[config.mk]
export PLATFORM = sky130hd
export DESIGN_NAME = gf2_seq_poly_divider_flat
export DESIGN_NICKNAME = d
export VERILOG_FILES = /design/src/rtl/gf2_seq_poly_divider_if.sv /design/src/rtl/gf2_seq_poly_divider.sv /design/src/flat_wrapper.sv
export SDC_FILE = /design/constraint.sdc
export NUM_CORES = 2
export LEC_CHECK = 0
export CAP_MARGIN = 20
export CORE_AREA = 2 2 607 609
export DETAILED_ROUTE_END_ITERATION = 12
export DIE_AREA = 0 0 609 611
export GPL_TIMING_DRIVEN = 1
export SYNTH_ARGS = -nofsm -noshare
export SYNTH_HDL_FRONTEND = slang
export SYNTH_SLANG_ARGS = --single-unit
[constraint.sdc]
create_clock -name clk_i -period 170.7 [get_ports clk_i]
set_input_delay 17.07 -clock clk_i [delete_from_list [all_inputs] [get_ports clk_i]]
set_output_delay 17.07 -clock clk_i [all_outputs]
set_load 0.005 [all_outputs]
[src/rtl/gf2_seq_poly_divider_if.sv]
// Operand/result bundle for the sequential GF(2) polynomial divider.
// Optional `exact` flag is present only when GF2DIV_EXACT_EN is defined.
interface gf2_seq_poly_divider_if #(
  parameter int N = 256
);
  logic             start;
  logic [2*N-1:0]   w;
  logic [N-1:0]     v;
  logic [2*N-1:0]   q;
  logic [N-1:0]     r;
  logic             done;
  logic             busy;
  logic             err;
`ifdef GF2DIV_EXACT_EN
  logic             exact;

  modport master (output start, w, v, input q, r, done, busy, err, exact);
  modport slave  (input start, w, v, output q, r, done, busy, err, exact);
`else
  modport master (output start, w, v, input q, r, done, busy, err);
  modport slave  (input start, w, v, output q, r, done, busy, err);
`endif
endinterface

[src/rtl/gf2_seq_poly_divider.sv]
// Sequential GF(2) long divider W = Q*V + R, BPC dividend bits per RUN cycle, MSB first.
// Define GF2DIV_EXACT_EN to add the `exact` (zero remainder, no error) result flag.
module gf2_seq_poly_divider #(
  parameter int N   = 256,
  parameter int BPC = 1
) (
  input  logic                  clk_i,
  input  logic                  rst_i,
  gf2_seq_poly_divider_if.slave div_if
);

  localparam int K  = (2 * N) / BPC;
  localparam int DW = $clog2(N + 1);
  localparam int CW = (K > 1) ? $clog2(K) : 1;
  localparam logic [CW-1:0] CNT_LAST = CW'(K - 1);

  if (((2 * N) % BPC) != 0) begin : g_bad_bpc
    $error("gf2_seq_poly_divider: BPC must divide 2N");
  end

  typedef enum logic [1:0] {
    S_IDLE,
    S_LOAD,
    S_RUN,
    S_DONE
  } state_t;

  state_t           state_q, state_d;
  logic [2*N-1:0]   w_q, w_d;
  logic [N-1:0]     v_q, v_d;
  logic [DW-1:0]    d_q, d_d;
  logic [N:0]       r_q, r_d;
  logic [2*N-1:0]   quo_q, quo_d;
  logic [N-1:0]     rem_q, rem_d;
  logic [CW-1:0]    cnt_q, cnt_d;
  logic             err_q, err_d;
`ifdef GF2DIV_EXACT_EN
  logic             exact_q, exact_d;
`endif

  logic [DW-1:0]    deg_v;
  logic [BPC-1:0]   qbits;
  logic [N:0]       r_last;
  logic [2*N-1:0]   quo_next;
  logic [2*N-1:0]   w_next;

  // One long-division step per generate slice, chained combinationally.
  for (genvar gi = 0; gi < BPC; gi++) begin : g_step
    logic [N:0] r_in;
    logic [N:0] r_sh;
    logic [N:0] r_out;
    logic       qbit;

    if (gi == 0) begin : g_first
      assign r_in = r_q;
    end else begin : g_chain
      assign r_in = g_step[gi-1].r_out;
    end

    assign r_sh  = {r_in[N-1:0], w_q[2*N-1-gi]};
    assign qbit  = r_sh[d_q];
    assign r_out = qbit ? (r_sh ^ {1'b0, v_q}) : r_sh;
    assign qbits[BPC-1-gi] = qbit;
  end

  assign r_last   = g_step[BPC-1].r_out;
  assign quo_next = (quo_q << BPC) | (2 * N)'(qbits);
  assign w_next   = w_q << BPC;

  always_comb begin
    deg_v = '0;
    for (int i = 0; i < N; i++) begin
      if (v_q[i]) begin
        deg_v = DW'(i);
      end
    end
  end

  always_comb begin
    state_d = state_q;
    w_d     = w_q;
    v_d     = v_q;
    d_d     = d_q;
    r_d     = r_q;
    quo_d   = quo_q;
    rem_d   = rem_q;
    cnt_d   = cnt_q;
    err_d   = err_q;
`ifdef GF2DIV_EXACT_EN
    exact_d = exact_q;
`endif
    case (state_q)
      S_IDLE, S_DONE: begin
        if (div_if.start) begin
          w_d     = div_if.w;
          v_d     = div_if.v;
          quo_d   = '0;
          err_d   = 1'b0;
`ifdef GF2DIV_EXACT_EN
          exact_d = 1'b0;
`endif
          state_d = S_LOAD;
        end
      end
      S_LOAD: begin
        if (v_q == '0) begin
          err_d   = 1'b1;
          quo_d   = '0;
          rem_d   = '0;
          state_d = S_DONE;
        end else begin
          d_d     = deg_v;
          r_d     = '0;
          cnt_d   = '0;
          state_d = S_RUN;
        end
      end
      S_RUN: begin
        r_d   = r_last;
        quo_d = quo_next;
        w_d   = w_next;
        cnt_d = cnt_q + 1'b1;
        if (cnt_q == CNT_LAST) begin
          rem_d   = r_last[N-1:0];
`ifdef GF2DIV_EXACT_EN
          exact_d = (r_last[N-1:0] == '0);
`endif
          state_d = S_DONE;
        end
      end
      default: state_d = S_IDLE;
    endcase
  end

  always_ff @(posedge clk_i or posedge rst_i) begin
    if (rst_i) begin
      state_q <= S_IDLE;
      w_q     <= '0;
      v_q     <= '0;
      d_q     <= '0;
      r_q     <= '0;
      quo_q   <= '0;
      rem_q   <= '0;
      cnt_q   <= '0;
      err_q   <= 1'b0;
`ifdef GF2DIV_EXACT_EN
      exact_q <= 1'b0;
`endif
    end else begin
      state_q <= state_d;
      w_q     <= w_d;
      v_q     <= v_d;
      d_q     <= d_d;
      r_q     <= r_d;
      quo_q   <= quo_d;
      rem_q   <= rem_d;
      cnt_q   <= cnt_d;
      err_q   <= err_d;
`ifdef GF2DIV_EXACT_EN
      exact_q <= exact_d;
`endif
    end
  end

  assign div_if.q    = quo_q;
  assign div_if.r    = rem_q;
  assign div_if.done = (state_q == S_DONE);
  assign div_if.busy = (state_q == S_LOAD) || (state_q == S_RUN);
  assign div_if.err  = err_q;
`ifdef GF2DIV_EXACT_EN
  assign div_if.exact = exact_q;
`endif

endmodule

[src/flat_wrapper.sv]
// flat-port wrapper written by rule: the top's interface ports become plain ports
module gf2_seq_poly_divider_flat 
#(
  parameter int N   = 256,
  parameter int BPC = 1
)
  (clk_i, rst_i, div_if_start, div_if_w, div_if_v, div_if_q, div_if_r, div_if_done, div_if_busy, div_if_err);
  gf2_seq_poly_divider_if #(.N(N)) div_if_i ();
  input  logic clk_i;
  input  logic rst_i;
  input wire logic [$bits(div_if_i.start)-1:0] div_if_start;
  input wire logic [$bits(div_if_i.w)-1:0] div_if_w;
  input wire logic [$bits(div_if_i.v)-1:0] div_if_v;
  output wire logic [$bits(div_if_i.q)-1:0] div_if_q;
  output wire logic [$bits(div_if_i.r)-1:0] div_if_r;
  output wire logic [$bits(div_if_i.done)-1:0] div_if_done;
  output wire logic [$bits(div_if_i.busy)-1:0] div_if_busy;
  output wire logic [$bits(div_if_i.err)-1:0] div_if_err;
  assign div_if_i.start = div_if_start;
  assign div_if_i.w = div_if_w;
  assign div_if_i.v = div_if_v;
  assign div_if_q = div_if_i.q;
  assign div_if_r = div_if_i.r;
  assign div_if_done = div_if_i.done;
  assign div_if_busy = div_if_i.busy;
  assign div_if_err = div_if_i.err;
  gf2_seq_poly_divider #(.N(N), .BPC(BPC)) u_core (.clk_i(clk_i), .rst_i(rst_i), .div_if(div_if_i));
endmodule
; Word-level counts from Yosys, hierarchy flattened
; Index checks and enable logic that the tools add are counted.
[totals]
out_inout_bits = 771
word_cells = 314
regBits = 1813
inputBits = 771
[classes]
n_mux = 277
add_sub_neg = 1
n_bitwise = 3
magnitude_cmp = 1
n_eq_ne = 8
n_reduce_logical = 15
[ops]
columns = cell, count
row1 = two-way mux 9 bit, 255
row2 = two-way mux 512 bit, 3
row3 = case mux 512 bit (3 select lines), 1
row4 = two-way mux 256 bit, 4
row5 = case mux 256 bit (2 select lines), 2
row6 = case mux 512 bit (2 select lines), 1
row7 = bitwise OR 512 x 1 -> 512 bit, 1
row8 = zero test 256 bit, 1
row9 = XOR 256 bit, 1
row10 = case mux 9 bit (2 select lines), 1
row11 = AND reduction 2 bit, 6
row12 = "less-than comparator 9 x 10 -> 1 bit, second input constant", 1
row13 = "adder 9 x 1 -> 9 bit, second input constant", 1
row14 = binary-select mux 1 bit (select 9 bit), 1
row15 = "== test 9 bit, second input constant", 1
row16 = case mux 2 bit (3 select lines), 1
row17 = AND reduction 3 bit, 2
row18 = nonzero test 2 bit, 3
row19 = two-way mux 1 bit, 5
row20 = "== test 2 bit, second input constant", 2
row21 = two-way mux 2 bit, 2
row22 = "!= test 2 x 1 -> 1 bit, second input constant", 2
row23 = "!= test 2 bit, second input constant", 2
row24 = "== test 2 x 1 -> 1 bit, second input constant", 1
row25 = 5 further kinds, 5

; Logic depth before layout (Yosys ltp)
[logic_depth]
word_depth = 255
mapped_depth = 13
depth_no_buf = 9

; Worst setup path before layout
; No wires, ideal clock.
[synth_timing]
path_kind = in2reg
from = in div_if_start
to = reg u_core.w_q[100]
required_time_ps = 170617
slack_ps = 151979
n_path_buf = 4
arrival_time_ps = 18639
setup_ps = 83
stages = 8
path_cell_list = nand2b_1 o21ai_1 clkbuf_1 clkbuf_1 clkbuf_1 clkbuf_1 nand2_1 o21ai_0
[synth_between]
elab_chain_cells = 2
[synth_rtl]
columns = element, line_no
row1 = "start, declared", flat_wrapper.sv:11  ; input wire logic [$bits(div_if_i.start)-1:0] div_if_start;
row2 = != test 2 bit (no line), --
row3 = AND reduction 2 bit (no line), --
row4 = "end signal, assigned", gf2_seq_poly_divider.sv:151  ; w_q <= w_d;
row5 = "end, declared", gf2_seq_poly_divider.sv:29  ; logic [2*N-1:0] w_q, w_d;
; Every way passes these cells.
; A chain may end at the register's enable or synchronous reset.

==> metrics.json <==
{
  "run_status": {"value": "completed"},
  "tightest_slew_margin_relative_to_the_limit": {"value": 0.117},
  "timing.final.crit_share": {"value": 0.127},
  "critical_path.top_delay_family": {"value": "buffers and inverters"},
  "met3WireLength": {"value": 27700, "unit": "µm"},
  "synth_seq_area_share": {"value": 0.563},
  "floorplan.die.width": {"value": 609, "unit": "µm"},
  "top_signal_layer_used": {"value": "met5"},
  "worst-path-buf-inv": {"value": 8},
  "power.switching_fraction": {"value": 0.225},
  "postSynthAreaPerCell": {"value": 10.0, "unit": "µm²"},
  "ir_drop": {"value": 10.6, "unit": "µV"},
  "register_bit_count_reported_by_yosys": {"value": 1811},
  "post_cts.repair.setup_buffers": {"value": 0},
  "timing.hold.ws": {"value": 0.465, "unit": "ns"},
  "via_per_inst": {"value": 4.59},
  "synth_cells": {"value": 8022},
  "number_of_global_route_vias_before_repair": {"value": 63200},
  "pnr_total_power": {"value": 0.000937, "unit": "W"},
  "synth.net_count": {"value": 8798},
  "final.min_clock_period": {"value": 21.69, "unit": "ns"},
  "cp-end-kind": {"value": "asynchronous set/reset pin"},
  "share_clk_of_total_power": {"value": 0.510},
  "synth.largest_area_cell": {"value": "sky130_fd_sc_hd__dfrtp_1"},
  "drt.antenna.violating_nets": {"value": 0},
  "floorplan.core_area": {"value": 365000, "unit": "µm²"},
  "hp-class": {"value": "register to register"},
  "timing.max_cap.violations": {"value": 0},
  "drive_above_1_share": {"value": 0.0823},
  "met1Wirelength": {"value": 129000, "unit": "µm"},
  "global_route_wire_length_before_repair": {"value": 455000, "unit": "µm"},
  "report.final.slew_viol_count": {"value": 0},
  "clockRootBuffer": {"value": "sky130_fd_sc_hd__clkbuf_16"},
  "worst_setup_path_start_kind": {"value": "input pin"},
  "path_clk_slew": {"value": 0.06, "unit": "ns"},
  "setup_tns": {"value": 0, "unit": "ns"},
  "dr.pass1.iters": {"value": 8},
  "clock_latency": {"value": 0.94, "unit": "ns"},
  "maxClockFrequency": {"value": 46.1, "unit": "MHz"},
  "seq_power_share": {"value": 0.458},
  "synthDistinctLibCells": {"value": 66},
  "drt_iter0_drc": {"value": 6925},
  "areaGrowthSynthToFinish": {"value": 34.1, "unit": "%"},
  "total_of_warnings_raised_by_yosys": {"value": 0},
  "combPwrFrac": {"value": 0.032},
  "floorplan.initialDensity": {"value": 0.221},
  "nets": {"value": 10100},
  "switching_power": {"value": 0.000211, "unit": "W"},
  "post_synth_instance_area": {"value": 80500, "unit": "µm²"},
  "timing.critical_path.slowest_stage_cell": {"value": "sky130_fd_sc_hd__buf_4"},
  "maximum_number_of_pins_on_one_net_before_global_route_repair": {"value": 257},
  "synth_ff_type": {"value": "sky130_fd_sc_hd__dfrtp_1"},
  "setup_ws": {"value": 149.01, "unit": "ns"},
  "globalRouteOverflowTotal": {"value": 0},
  "postSynth.asyncResetShare": {"value": 1.00},
  "power.leakage": {"value": 51.1, "unit": "nW"},
  "tightestPinTransition": {"value": 1.32, "unit": "ns"},
  "power.internal": {"value": 0.000726, "unit": "W"},
  "fp.dieH": {"value": 611, "unit": "µm"},
  "synth_edf_count": {"value": 0},
  "cp_data_required_time": {"value": 171.53, "unit": "ns"},
  "met2WireLength": {"value": 146000, "unit": "µm"},
  "groute.usage.overall": {"value": 0.163},
  "worst_clock_skew": {"value": 0.156, "unit": "ns"},
  "die_area": {"value": 372000, "unit": "µm²"},
  "placement_rows": {"value": 222},
  "netlist_top_cells_area": {"value": "sky130_fd_sc_hd__dfrtp_1, sky130_fd_sc_hd__nand2_1, sky130_fd_sc_hd__mux2i_1"},
  "boundaryPins": {"value": 1542},
  "worst-path-max-fanout": {"value": 145},
  "worst-setup-path-type": {"value": "input pin to asynchronous set/reset pin"},
  "max-clock-path-buffers": {"value": 4},
  "post_cts_resize_count": {"value": 0},
  "place.gp.congestion": {"value": 0.929},
  "area_share_of_the_largest_cell_type_after_synthesis": {"value": 0.563},
  "clkSinkCount": {"value": 1811},
  "place.detailed.hpwl": {"value": 236000, "unit": "µm"},
  "cts_htree_levels": {"value": 4},
  "cts_made_buffers": {"value": 207},
  "tritoncts": {"value": "yes"},
  "grt_antenna_before_repair": {"value": 106},
  "hold_viol_final": {"value": 0},
  "crit_path_max_incr_delay": {"value": 0.79, "unit": "ns"},
  "post-route-util": {"value": 0.296},
  "grt_setup_unrepaired": {"value": "no"},
  "power_density": {"value": 8.68, "unit": "nW/µm²"},
  "list_of_cells_traversed_by_the_critical_path": {"value": "clkdlybuf4s50_1, inv_8, buf_12, buf_12, buf_4, buf_12, buf_4, buf_4"},
  "setup_violations": {"value": 0},
  "arrival": {"value": 22.52, "unit": "ns"},
  "portBuffers": {"value": 1541},
  "num_vias": {"value": 65900},
  "detailedPlace.worstSlack": {"value": 147.93, "unit": "ns"},
  "routedWlPerCell": {"value": 22.1, "unit": "µm"},
  "drt_wl_total": {"value": 318000, "unit": "µm"},
  "cts.hold.buffers_added": {"value": 0},
  "drt_drc_violations_left": {"value": 0}
}
[worst paths after layout]
| check | startpoint | to | slack (ns) | depth (start not counted) |
|---|---|---|---|---|
| worst max-delay path | rst_i | u_core.w_q[335]$_DFFE_PP0P_ | 149.01 | 8 |
| worst max register to register | u_core.v_q[224]$_DFFE_PP0P_ | u_core.div_if.q[286]$_DFFE_PP0P_ | 163.34 | 11 |
| worst min register to register | u_core.div_if.q[511]$_DFFE_PP0P_ | u_core.div_if.q[511]$_DFFE_PP0P_ | 0.47 | 2 |
| min in group asynchronous | rst_i | u_core.div_if.r[156]$_DFFE_PP0P_ | 16.62 | 2 |
| worst min-delay path | u_core.div_if.q[511]$_DFFE_PP0P_ | u_core.div_if.q[511]$_DFFE_PP0P_ | 0.47 | 2 |
| max in group clk_i | div_if_start | u_core.div_if.q[345]$_DFFE_PP0P_ | 149.65 | 9 |
[worst register-to-register path, stage by stage (launching register included)]
cell and delay, ns:
sky130_fd_sc_hd__dfrtp_1 0.48, sky130_fd_sc_hd__nor4_1 0.90, sky130_fd_sc_hd__nand4_1 0.35, sky130_fd_sc_hd__nor4_1 0.94, sky130_fd_sc_hd__nand4b_1 0.58, sky130_fd_sc_hd__and2_1 0.57, sky130_fd_sc_hd__nor2_8 0.38, sky130_fd_sc_hd__buf_4 0.84
sky130_fd_sc_hd__buf_4 1.04, sky130_fd_sc_hd__buf_4 0.83, sky130_fd_sc_hd__nand3_1 0.21, sky130_fd_sc_hd__nand2_1 0.14
[power by group through the flow]
| stage | logic (W) | clock network (W) | registers [W] |
|---|---|---|---|
| after detailed placement | 0.0000306 | 0 | 0.000437 |
| after floorplan | 0.00000661 | 0 | 0.000439 |
| after global routing | 0.0000323 | 0.000506 | 0.000429 |
| after global placement | 0.0000306 | 0 | 0.000437 |
| final | 0.0000297 | 0.000478 | 0.000429 |
| after CTS | 0.0000307 | 0.000490 | 0.000429 |
[placed cells by master, fill, tap and decap left out, types with 10 or more instances in the layout]
cell type / Yosys / final
sky130_fd_sc_hd__a21oi_1: 66 / 66
sky130_fd_sc_hd__a22o_1: 10 / 10
sky130_fd_sc_hd__a22oi_1: 20 / 20
sky130_fd_sc_hd__a31oi_1: 10 / 10
sky130_fd_sc_hd__buf_12: 0 / 18
sky130_fd_sc_hd__buf_4: 26 / 69
sky130_fd_sc_hd__bufinv_16: 0 / 23
sky130_fd_sc_hd__clkbuf_1: 397 / 40
sky130_fd_sc_hd__clkbuf_16: 0 / 207
sky130_fd_sc_hd__clkbuf_8: 0 / 46
sky130_fd_sc_hd__clkdlybuf4s50_1: 0 / 1541
sky130_fd_sc_hd__clkinv_2: 0 / 36
sky130_fd_sc_hd__clkinvlp_4: 0 / 11
sky130_fd_sc_hd__dfrtp_1: 1811 / 1809
sky130_fd_sc_hd__diode_2: 0 / 56
sky130_fd_sc_hd__inv_1: 63 / 62
sky130_fd_sc_hd__mux2_2: 257 / 257
sky130_fd_sc_hd__mux2i_1: 511 / 511
sky130_fd_sc_hd__mux4_2: 65 / 64
sky130_fd_sc_hd__nand2_1: 2357 / 2354
sky130_fd_sc_hd__nand2b_1: 11 / 11
sky130_fd_sc_hd__nand3_1: 526 / 526
sky130_fd_sc_hd__nand4_1: 23 / 23
sky130_fd_sc_hd__nor2_1: 108 / 107
sky130_fd_sc_hd__nor3_1: 46 / 46
sky130_fd_sc_hd__nor4_1: 99 / 98
sky130_fd_sc_hd__o211ai_1: 10 / 10
sky130_fd_sc_hd__o21ai_0: 596 / 596
sky130_fd_sc_hd__o21ai_1: 214 / 213
sky130_fd_sc_hd__o31ai_1: 280 / 280
sky130_fd_sc_hd__or4_1: 10 / 10
sky130_fd_sc_hd__xor2_1: 256 / 256
[synth_stat cells, types with 9 or more instances]
library cell               number
sky130_fd_sc_hd__nand2_1     2357
sky130_fd_sc_hd__dfrtp_1     1811
sky130_fd_sc_hd__o21ai_0      596
sky130_fd_sc_hd__nand3_1      526
sky130_fd_sc_hd__mux2i_1      511
sky130_fd_sc_hd__clkbuf_1     397
sky130_fd_sc_hd__o31ai_1      280
sky130_fd_sc_hd__mux2_2       257
sky130_fd_sc_hd__xor2_1       256
sky130_fd_sc_hd__o21ai_1      214
sky130_fd_sc_hd__nor2_1       108
sky130_fd_sc_hd__buf_2        106
sky130_fd_sc_hd__nor4_1        99
sky130_fd_sc_hd__a21oi_1       66
sky130_fd_sc_hd__mux4_2        65
sky130_fd_sc_hd__inv_1         63
sky130_fd_sc_hd__nor3_1        46
sky130_fd_sc_hd__buf_4         26
sky130_fd_sc_hd__nand4_1       23
sky130_fd_sc_hd__a22oi_1       20
sky130_fd_sc_hd__buf_1         18
sky130_fd_sc_hd__buf_6         12
sky130_fd_sc_hd__nand2b_1      11
sky130_fd_sc_hd__a22o_1        10
sky130_fd_sc_hd__a31oi_1       10
sky130_fd_sc_hd__nor2b_1       10
sky130_fd_sc_hd__o211ai_1      10
sky130_fd_sc_hd__or4_1         10
sky130_fd_sc_hd__a211oi_1       9
sky130_fd_sc_hd__a221oi_1       9
[flip-flops by register name, summed over array words and instances (netlist names)]
register            flops
u_core.div_if.q       512
u_core.w_q            512
u_core.div_if.r       256
u_core.v_q            256
u_core.g_step.r_in    255
u_core.cnt_q            9
u_core.d_q              8
u_core.state_q          2
u_core.div_if.err       1
[routing by layer]
metal / vias up / track usage
li1: 30100 / -
met1: 32700 / 0.207
met2: 2514 / 0.257
met3: 556 / 0.0473
met4: 78 / 0.0716
met5: - / 0
[layout make-up]
type	instances	area [µm²]
fill	38100	257000
inverter	64	255
clock inverter	92	1330
antenna	56	140
sequential	1811	45300
tap	4816	6030
timing repair buffer	1629	16300
clock buffer	293	5960
multi-input combinational	5588	32600
[through the flow]
stage,cells,area [µm²]
4_1_cts,14300,108000
2_1_floorplan,8022,80500
5_1_grt,14300,108000
3_5_place_dp,13900,101000
3_3_place_gp,13900,101000
6_report,14300,108000
[cell families after synthesis]
group	count (synthesis)	share of synthesized area
adder cells (fa/ha/maj)	5	0.000777
AND/OR/NAND/NOR	3215	0.165
multiplexers	833	0.118
XOR/XNOR	260	0.0283
flip-flops	1811	0.563
buffers and inverters	623	0.0330
AO/OA/AOI/OAI	1275	0.0925
(Power assumes the default switching activity.)
